<file path="src/rtl/sm83_flags_seq.sv">
`default_nettype none
// +----------------------------------------------------------------------------+
// | sm83_flags_seq : micro-sequencer for SM83 flags-unit control strobes       |
// | Revision 1.0 - initial release                                             |
// +----------------------------------------------------------------------------+
module sm83_flags_seq (
  input  logic       clk,
  input  logic       nreset,
  input  logic       start,
  input  logic [2:0] op,
  input  logic       sub,
  input  logic       step_en,
  input  logic       flush,
  output logic       ready,
  output logic       done,
  output logic       illegal,
  output logic       flags_bus,
  output logic       flags_alu,
  output logic       zero_we,
  output logic       zero_loop,
  output logic       half_carry_we,
  output logic       half_carry_cpl,
  output logic       daa_carry_we,
  output logic       neg_we,
  output logic       neg_set,
  output logic       neg_clr,
  output logic       carry_we,
  output logic       sec_carry_we,
  output logic       sec_carry_sh,
  output logic       sec_carry_daa,
  output logic       sec_carry_sel,
  output logic       carry_cpl
);

  localparam logic [2:0] OP_ALU8   = 3'd0;
  localparam logic [2:0] OP_ADD16  = 3'd1;
  localparam logic [2:0] OP_ZERO16 = 3'd2;
  localparam logic [2:0] OP_LOADF  = 3'd3;
  localparam logic [2:0] OP_DAA    = 3'd4;
  localparam logic [2:0] OP_SHIFT  = 3'd5;

  typedef enum logic [1:0] {
    IDLE  = 2'd0,
    STEP1 = 2'd1,
    STEP2 = 2'd2
  } state_t;

  state_t     state;
  logic [2:0] op_q;
  logic       sub_q;

  logic active;
  logic two_step;
  logic op_illegal;
  logic last_step;

  assign active     = step_en && !flush;
  assign two_step   = (op_q == OP_ADD16) || (op_q == OP_ZERO16) || (op_q == OP_DAA);
  assign op_illegal = op_q[2] && op_q[1];
  assign last_step  = ((state == STEP1) && !two_step) || (state == STEP2);

  assign ready   = (state == IDLE) && !flush;
  assign done    = active && last_step;
  assign illegal = done && (state == STEP1) && op_illegal;

  always_ff @(posedge clk or negedge nreset) begin
    if (!nreset) begin
      state     <= IDLE;
      op_q      <= 3'd0;
      sub_q     <= 1'b0;
      carry_cpl <= 1'b0;
    end else if (flush) begin
      state <= IDLE;
    end else begin
      case (state)
        IDLE: begin
          if (start) begin
            op_q  <= op;
            sub_q <= sub;
            state <= STEP1;
            // carry_cpl is a sticky mode bit owned by ALU8 only
            if (op == OP_ALU8) carry_cpl <= sub;
          end
        end
        STEP1: begin
          if (step_en) state <= two_step ? STEP2 : IDLE;
        end
        STEP2: begin
          if (step_en) state <= IDLE;
        end
        default: state <= IDLE;
      endcase
    end
  end

  always_comb begin
    flags_bus      = 1'b0;
    flags_alu      = 1'b0;
    zero_we        = 1'b0;
    zero_loop      = 1'b0;
    half_carry_we  = 1'b0;
    half_carry_cpl = 1'b0;
    daa_carry_we   = 1'b0;
    neg_we         = 1'b0;
    neg_set        = 1'b0;
    neg_clr        = 1'b0;
    carry_we       = 1'b0;
    sec_carry_we   = 1'b0;
    sec_carry_sh   = 1'b0;
    sec_carry_daa  = 1'b0;
    sec_carry_sel  = 1'b0;
    if (active && (state == STEP1)) begin
      case (op_q)
        OP_ALU8: begin
          flags_alu      = 1'b1;
          zero_we        = 1'b1;
          half_carry_we  = 1'b1;
          carry_we       = 1'b1;
          neg_we         = 1'b1;
          neg_set        = sub_q;
          neg_clr        = !sub_q;
          half_carry_cpl = sub_q;
        end
        OP_ADD16: begin
          flags_alu    = 1'b1;
          sec_carry_we = 1'b1;
        end
        OP_ZERO16: begin
          flags_alu = 1'b1;
          zero_we   = 1'b1;
        end
        OP_LOADF: begin
          flags_bus     = 1'b1;
          zero_we       = 1'b1;
          neg_we        = 1'b1;
          half_carry_we = 1'b1;
          daa_carry_we  = 1'b1;
          carry_we      = 1'b1;
        end
        OP_DAA: begin
          flags_alu     = 1'b1;
          sec_carry_we  = 1'b1;
          sec_carry_daa = 1'b1;
        end
        OP_SHIFT: begin
          flags_alu     = 1'b1;
          zero_we       = 1'b1;
          half_carry_we = 1'b1;
          neg_we        = 1'b1;
          neg_clr       = 1'b1;
          sec_carry_we  = 1'b1;
          sec_carry_sh  = 1'b1;
        end
        default: ;
      endcase
    end else if (active && (state == STEP2)) begin
      case (op_q)
        OP_ADD16: begin
          flags_alu     = 1'b1;
          sec_carry_sel = 1'b1;
          half_carry_we = 1'b1;
          carry_we      = 1'b1;
          neg_we        = 1'b1;
          neg_clr       = 1'b1;
        end
        OP_ZERO16: begin
          flags_alu = 1'b1;
          zero_we   = 1'b1;
          zero_loop = 1'b1;
        end
        OP_DAA: begin
          flags_alu     = 1'b1;
          zero_we       = 1'b1;
          half_carry_we = 1'b1;
        end
        default: ;
      endcase
    end
  end

endmodule
`default_nettype wire

</file>
<file path="config.mk">
export PLATFORM = sky130hd
export DESIGN_NAME = sm83_flags_seq
export DESIGN_NICKNAME = d
export VERILOG_FILES = /design/src/rtl/sm83_flags_seq.sv
export SDC_FILE = /design/constraint.sdc
export NUM_CORES = 1
export LEC_CHECK = 0
export CAP_MARGIN = 20
export CORE_ASPECT_RATIO = 0.9
export CORE_MARGIN = 4
export CORE_UTILIZATION = 43
export CTS_CLUSTER_DIAMETER = 200
export DETAILED_ROUTE_END_ITERATION = 10
export GPL_TIMING_DRIVEN = 0
export PLACE_DENSITY_LB_ADDON = 0.08
export RECOVER_POWER = 50
export SYNTH_ARGS = -nofsm -noshare
export SYNTH_HDL_FRONTEND = slang
export SYNTH_SLANG_ARGS = --single-unit
</file>
<file path="constraint.sdc">
create_clock -name clk -period 4.7 [get_ports clk]
set_clock_uncertainty 0.05 [all_clocks]
set_input_delay 0.705 -clock clk [delete_from_list [all_inputs] [get_ports clk]]
set_output_delay 0.705 -clock clk [all_outputs]
set_load 0.01 [all_outputs]
</file>
Word-level counts from Yosys, hierarchy flattened
Cells that the tools add are included.
{"block": "classes", "n_reduce_logical": 29, "n_mux": 39, "bitwise": 1, "eq_ne": 10}
{"cell": "1-bit 2-to-1 mux", "n": 32}
{"cell": "2-bit 2-to-1 mux", "n": 5}
{"cell": "1-bit logical AND", "n": 9}
{"cell": "3-bit != test, second input constant", "n": 3}
{"cell": "3-bit OR reduction", "n": 3}
{"cell": "3-bit by 2-bit == test with 1-bit output, second input constant", "n": 2}
{"cell": "3-bit == test, second input constant", "n": 2}
{"cell": "3-bit logical NOT", "n": 2}
{"cell": "2-bit one-hot mux with 3 select lines", "n": 1}
{"cell": "3-bit AND reduction", "n": 2}
{"cell": "2-bit OR reduction", "n": 3}
{"cell": "5-bit OR reduction", "n": 1}
{"cell": "4-bit AND reduction", "n": 1}
{"cell": "4-bit OR reduction", "n": 1}
{"cell": "3-bit by 1-bit == test with 1-bit output, second input constant", "n": 1}
{"cell": "1-bit logical NOT", "n": 3}
{"cell": "1-bit logical OR", "n": 3}
{"cell": "2-bit by 1-bit == test with 1-bit output, second input constant", "n": 1}
{"cell": "2-bit == test, second input constant", "n": 1}
{"cell": "2-bit logical NOT", "n": 1}
{"cell": "1-bit one-hot mux with 2 select lines", "n": 1}
{"cell": "1-bit NOT", "n": 1}
{"block": "word_totals", "ff_bits": 7, "elab_cells": 83, "input_bits": 9}

Logic depth before layout (Yosys ltp)
{"block": "logic_depth", "depth_word": 9, "mapped_depth": 5, "depth_no_buf": 3}

Worst setup path after synthesis
Ideal clock, no wire load.
{"block": "synth_path", "path_type": "input to output", "start": "in flush", "end": "out neg_set", "setup_slack_ns": 2.224, "required_time_ns": 3.945, "n_path_buf": 2, "cell_stages": 4, "t_arrival_ns": 1.721, "path_cell_list": "nand4bb_1 > buf_2 > nor4_1 > buf_4"}
{"block": "synth_between", "elab_chain_len": 4}
{"element": "start, declared", "line_no": "13", "source": "input logic flush,"}
{"element": "1-bit logical NOT", "line_no": "57", "source": "assign active = step_en && !flush;"}
{"element": "1-bit logical AND", "line_no": "57"}
{"element": "1-bit logical AND", "line_no": "112", "source": "if (active && (state == STEP1)) begin"}
{"element": "1-bit 2-to-1 mux"}
{"element": "end, declared", "line_no": "25", "source": "output logic neg_set,"}
Every way passes these cells.

Worst setup path in the final report
{"block": "layout_path", "start": "in flush", "end": "out neg_clr"}
{"block": "layout_between", "elab_chain_len": 5, "word_cells_on_any_way": 6, "cone_classes": "mux: 2; reduce/logical: 4"}
{"element": "1-bit logical NOT *", "line_no": "57"}
{"element": "1-bit logical AND *", "line_no": "57"}
{"element": "1-bit logical AND", "line_no": "156", "source": "end else if (active && (state == STEP2)) begin"}
{"element": "1-bit 2-to-1 mux", "line_no": "156"}
{"element": "1-bit 2-to-1 mux *", "line_no": "112"}
{"element": "end, declared", "line_no": "26", "source": "output logic neg_clr,"}
Mark *: on every way between the ends. The rest lies on a longest branch, timed or not.

==> results.yml <==
die:
  die_area_um2: 2140
  core_um2: 1310
  rows: 12
  die_width_um: 48.3
  initial_utilization: 0.482
  num_io_pins: 28
  die_height_um: 44.3
sta:
  slew-limit-headroom: 0.251
  final-hold-violation-count: 0
  period_minus_slack_ns: 3.58
  final.period_utilization: 0.762
  finalSetupViolations: 0
  timing_worst_slew_pin_value_ns: 1.11
  achievable-frequency_mhz: 279
  fin_ws_ns: 1.12
  drv_slew: 0
  grt_setup_unrepaired: "false"
  setup-tns-final_ns: 0
placement:
  placed_cells_incl_taps: 115
  dpl_worst_slack_ns: 1.22
  buffer_ports.inserted: 27
  routabilityCongestion: 0.803
  instance_area_at_placement_um2: 917
  dp_hpwl_um: 1230
synthesis:
  synthesis.yosys.warnings: 0
  synth_cell_type_count: 33
  synth.cell_area_um2: 629
  number_of_synthesized_register_bits: 7
  synthCells: 74
  synth.avg_cell_area_um2: 8.50
  postSynthNetCount: 83
  ys_seq_area_frac: 0.278
setup_path:
  critPathMaxFanout: 8
  critical_path.endpoint_type: "primary output"
  worst_r2r_path_depth: 3
  worstPathRequired_ns: 3.94
  rrSetupSlack_ns: 2.67
  r2r-end: "carry_cpl$_DFFE_PN0P_"
  critPathLaunchType: "primary input"
  path_class: "in -> out"
  critical_path.reg2reg.startpoint: "state[1]$_DFFE_PN0P_"
  arrival_ns: 2.83
  critPathLaunch: "flush"
  critical_path.endpoint: "neg_clr"
route:
  via_count: 669
  firstDrtPassIters: 4
  drt_iter0_drc: 10
  detail_route.wirelength_um: 1580
  drc: 0
  drt-wirelength-per-cell_um: 13.3
  route.detailed.vias_per_inst: 5.62
  final_antenna_net_count: 0
flow_run:
  drv.max_cap_violation_count: 0
finish:
  final_layout_size_suffix_gt1_frac: 0.124
  design_area_um2: 933
  syn2layout_area_growth_pct: 48.3
  n_antenna_cell: 0
  stdcell_count: 119
  final.fill_count: 107
  nets: 115
clock_tree:
  clock_tree.root_cell: "sky130_fd_sc_hd__clkbuf_4"
  tritoncts_clock_tree: "yes"
  cts-htree-levels: 1
  cts_buffers: 3
  cts.clk_slew.worst_paths_ns: 0.05
  num_clock_sinks: 7
  hold_fix_buffer_count_after_cts: 0
  number_of_buffers_between_clock_root_and_the_deepest_sink: 2
  postCtsSetupRepairBufs: 0
  clk-insertion-delay-late_ns: 0.25
  cts.repair.resized: 0
pwr:
  cellLeakagePower_uw: 0.000376
  powerDensity_nw_per_um2: 257
  ir_drop_mv: 0.236
  fin_total_pwr_uw: 240
global_routing:
  grt_util_overall: 0.150
  maximum_number_of_pins_on_one_net_before_global_route_repair: 11
  grt_first_pass_wirelength_um: 2560
  vias_in_the_first_global_route: 611
  overflow: 0
  grt_antenna_before_repair: 0
hold_path:
  hold_path_class: "reg -> reg"
run_status:
  run_status: "completed"
## placed cells by master (no fill, tap or decap), types with 2 or more instances in the layout
master / n
sky130_fd_sc_hd__a21o_1: 2
sky130_fd_sc_hd__a21oi_1: 2
sky130_fd_sc_hd__buf_2: 4
sky130_fd_sc_hd__buf_4: 2
sky130_fd_sc_hd__clkbuf_1: 5
sky130_fd_sc_hd__clkbuf_4: 3
sky130_fd_sc_hd__clkdlybuf4s50_1: 22
sky130_fd_sc_hd__dfrtp_1: 7
sky130_fd_sc_hd__dlygate4sd3_1: 5
sky130_fd_sc_hd__inv_1: 4
sky130_fd_sc_hd__mux2_1: 3
sky130_fd_sc_hd__mux2i_1: 3
sky130_fd_sc_hd__nand2_1: 4
sky130_fd_sc_hd__nand2b_1: 3
sky130_fd_sc_hd__nand4b_1: 2
sky130_fd_sc_hd__nor2_1: 3
sky130_fd_sc_hd__nor3_1: 5
sky130_fd_sc_hd__nor3b_1: 2
sky130_fd_sc_hd__nor4bb_1: 2
sky130_fd_sc_hd__o21ai_0: 5
sky130_fd_sc_hd__or3_1: 2
sky130_fd_sc_hd__xor2_1: 2
## through the flow
| step | util | hold WS (ns) |
|---|---|---|
| floorplan | - | 0.359 |
| detailed placement | 0.702 | 0.474 |
| global placement | 0.702 | 0.442 |
| finish | 0.715 | 0.471 |
| CTS | 0.722 | 0.487 |
| global route | 0.715 | 0.509 |
## cells by family (layout without fill, tap and decap cells)
family	count (synthesis)	in the layout	share of synthesized area
AOI/OAI and AO/OA	15	15	0.163
xor gates and xnor gates	2	2	0.0278
buffers and inverters	14	45	0.103
DFF	7	7	0.278
muxes	7	7	0.125
and+or+nand+nor	29	29	0.302
## power by group
part           switching, uW  total, uW  internal [uW]  leakage [uW]
Combinational           56.8        107           50.4      0.000275
Sequential              8.28       79.2           70.9     0.0000868
Clock                   20.8       53.1           32.3     0.0000150
Total                   85.9        240            154      0.000376
## sequential cells by signal, summed over array words and instances, names as in the netlist
name and cells:
state 2, sub_q 1, op_q 3, carry_cpl 1
## cell usage after synthesis
library cell / n / share of area
sky130_fd_sc_hd__o211ai_1: 1 / 0.012
sky130_fd_sc_hd__mux2_4: 1 / 0.024
sky130_fd_sc_hd__mux2_2: 1 / 0.018
sky130_fd_sc_hd__mux2i_1: 3 / 0.048
sky130_fd_sc_hd__or2_2: 1 / 0.0099
sky130_fd_sc_hd__or4b_1: 1 / 0.016
sky130_fd_sc_hd__or3_1: 2 / 0.020
sky130_fd_sc_hd__inv_1: 4 / 0.024
sky130_fd_sc_hd__xor2_1: 2 / 0.028
sky130_fd_sc_hd__nor2_1: 3 / 0.018
sky130_fd_sc_hd__a221oi_2: 1 / 0.024
sky130_fd_sc_hd__nor4_1: 1 / 0.0099
sky130_fd_sc_hd__buf_4: 2 / 0.024
sky130_fd_sc_hd__nor4b_2: 1 / 0.024
sky130_fd_sc_hd__nor4bb_1: 2 / 0.032
sky130_fd_sc_hd__nand2_2: 1 / 0.0099
sky130_fd_sc_hd__a21oi_1: 2 / 0.016
sky130_fd_sc_hd__o21ai_1: 1 / 0.0079
sky130_fd_sc_hd__o221ai_1: 1 / 0.014
sky130_fd_sc_hd__nand2b_1: 3 / 0.030
sky130_fd_sc_hd__mux2_1: 2 / 0.036
sky130_fd_sc_hd__nor3_1: 5 / 0.040
sky130_fd_sc_hd__buf_2: 4 / 0.032
sky130_fd_sc_hd__a211oi_1: 1 / 0.012
sky130_fd_sc_hd__a221oi_1: 1 / 0.014
sky130_fd_sc_hd__nor3b_1: 2 / 0.024
sky130_fd_sc_hd__a21o_1: 2 / 0.024
sky130_fd_sc_hd__clkbuf_1: 4 / 0.024
sky130_fd_sc_hd__nand4b_1: 2 / 0.028
sky130_fd_sc_hd__dfrtp_1: 7 / 0.28
sky130_fd_sc_hd__nand2_1: 4 / 0.024
sky130_fd_sc_hd__nand4bb_1: 1 / 0.018
sky130_fd_sc_hd__o21ai_0: 5 / 0.040
## layout make-up
cell class	count	area (um^2)	share of cell area
plain buffers	10	50.0	0.0536
clock buffers	4	26.3	0.0282
inverters	4	15.0	0.0161
multi-input cells	53	379	0.406
flip-flops and latches	7	175	0.188
well taps	14	17.5	0.0188
repair buffers	27	270	0.290
## worst min path at each step
stage | depth (start not counted) | to | startpoint
final | 1 | carry_cpl$_DFFE_PN0P_ | carry_cpl$_DFFE_PN0P_
after global routing | 1 | carry_cpl$_DFFE_PN0P_ | carry_cpl$_DFFE_PN0P_
after CTS | 1 | carry_cpl$_DFFE_PN0P_ | carry_cpl$_DFFE_PN0P_
after detailed placement | 1 | carry_cpl$_DFFE_PN0P_ | carry_cpl$_DFFE_PN0P_
after global placement | 1 | carry_cpl$_DFFE_PN0P_ | carry_cpl$_DFFE_PN0P_
after floorplan | 0 | carry_cpl$_DFFE_PN0P_ | nreset
## worst max-delay path: stages
cell and delay [ns]:
sky130_fd_sc_hd__dlygate4sd3_1 0.62, sky130_fd_sc_hd__nand4bb_1 0.21, sky130_fd_sc_hd__buf_2 0.18, sky130_fd_sc_hd__or3_1 0.33, sky130_fd_sc_hd__a221oi_2 0.21, sky130_fd_sc_hd__clkdlybuf4s50_1 0.57
## per-layer routing
metal | share of wire | track usage | up-vias
li1 | - | - | 329
met1 | 0.46 | 0.195 | 311
met2 | 0.48 | 0.255 | 29
met3 | 0.058 | 0.0539 | 0
met4 | 0 | 0 | 0
met5 | 0 | 0 | -
(Power assumes the default switching activity.)
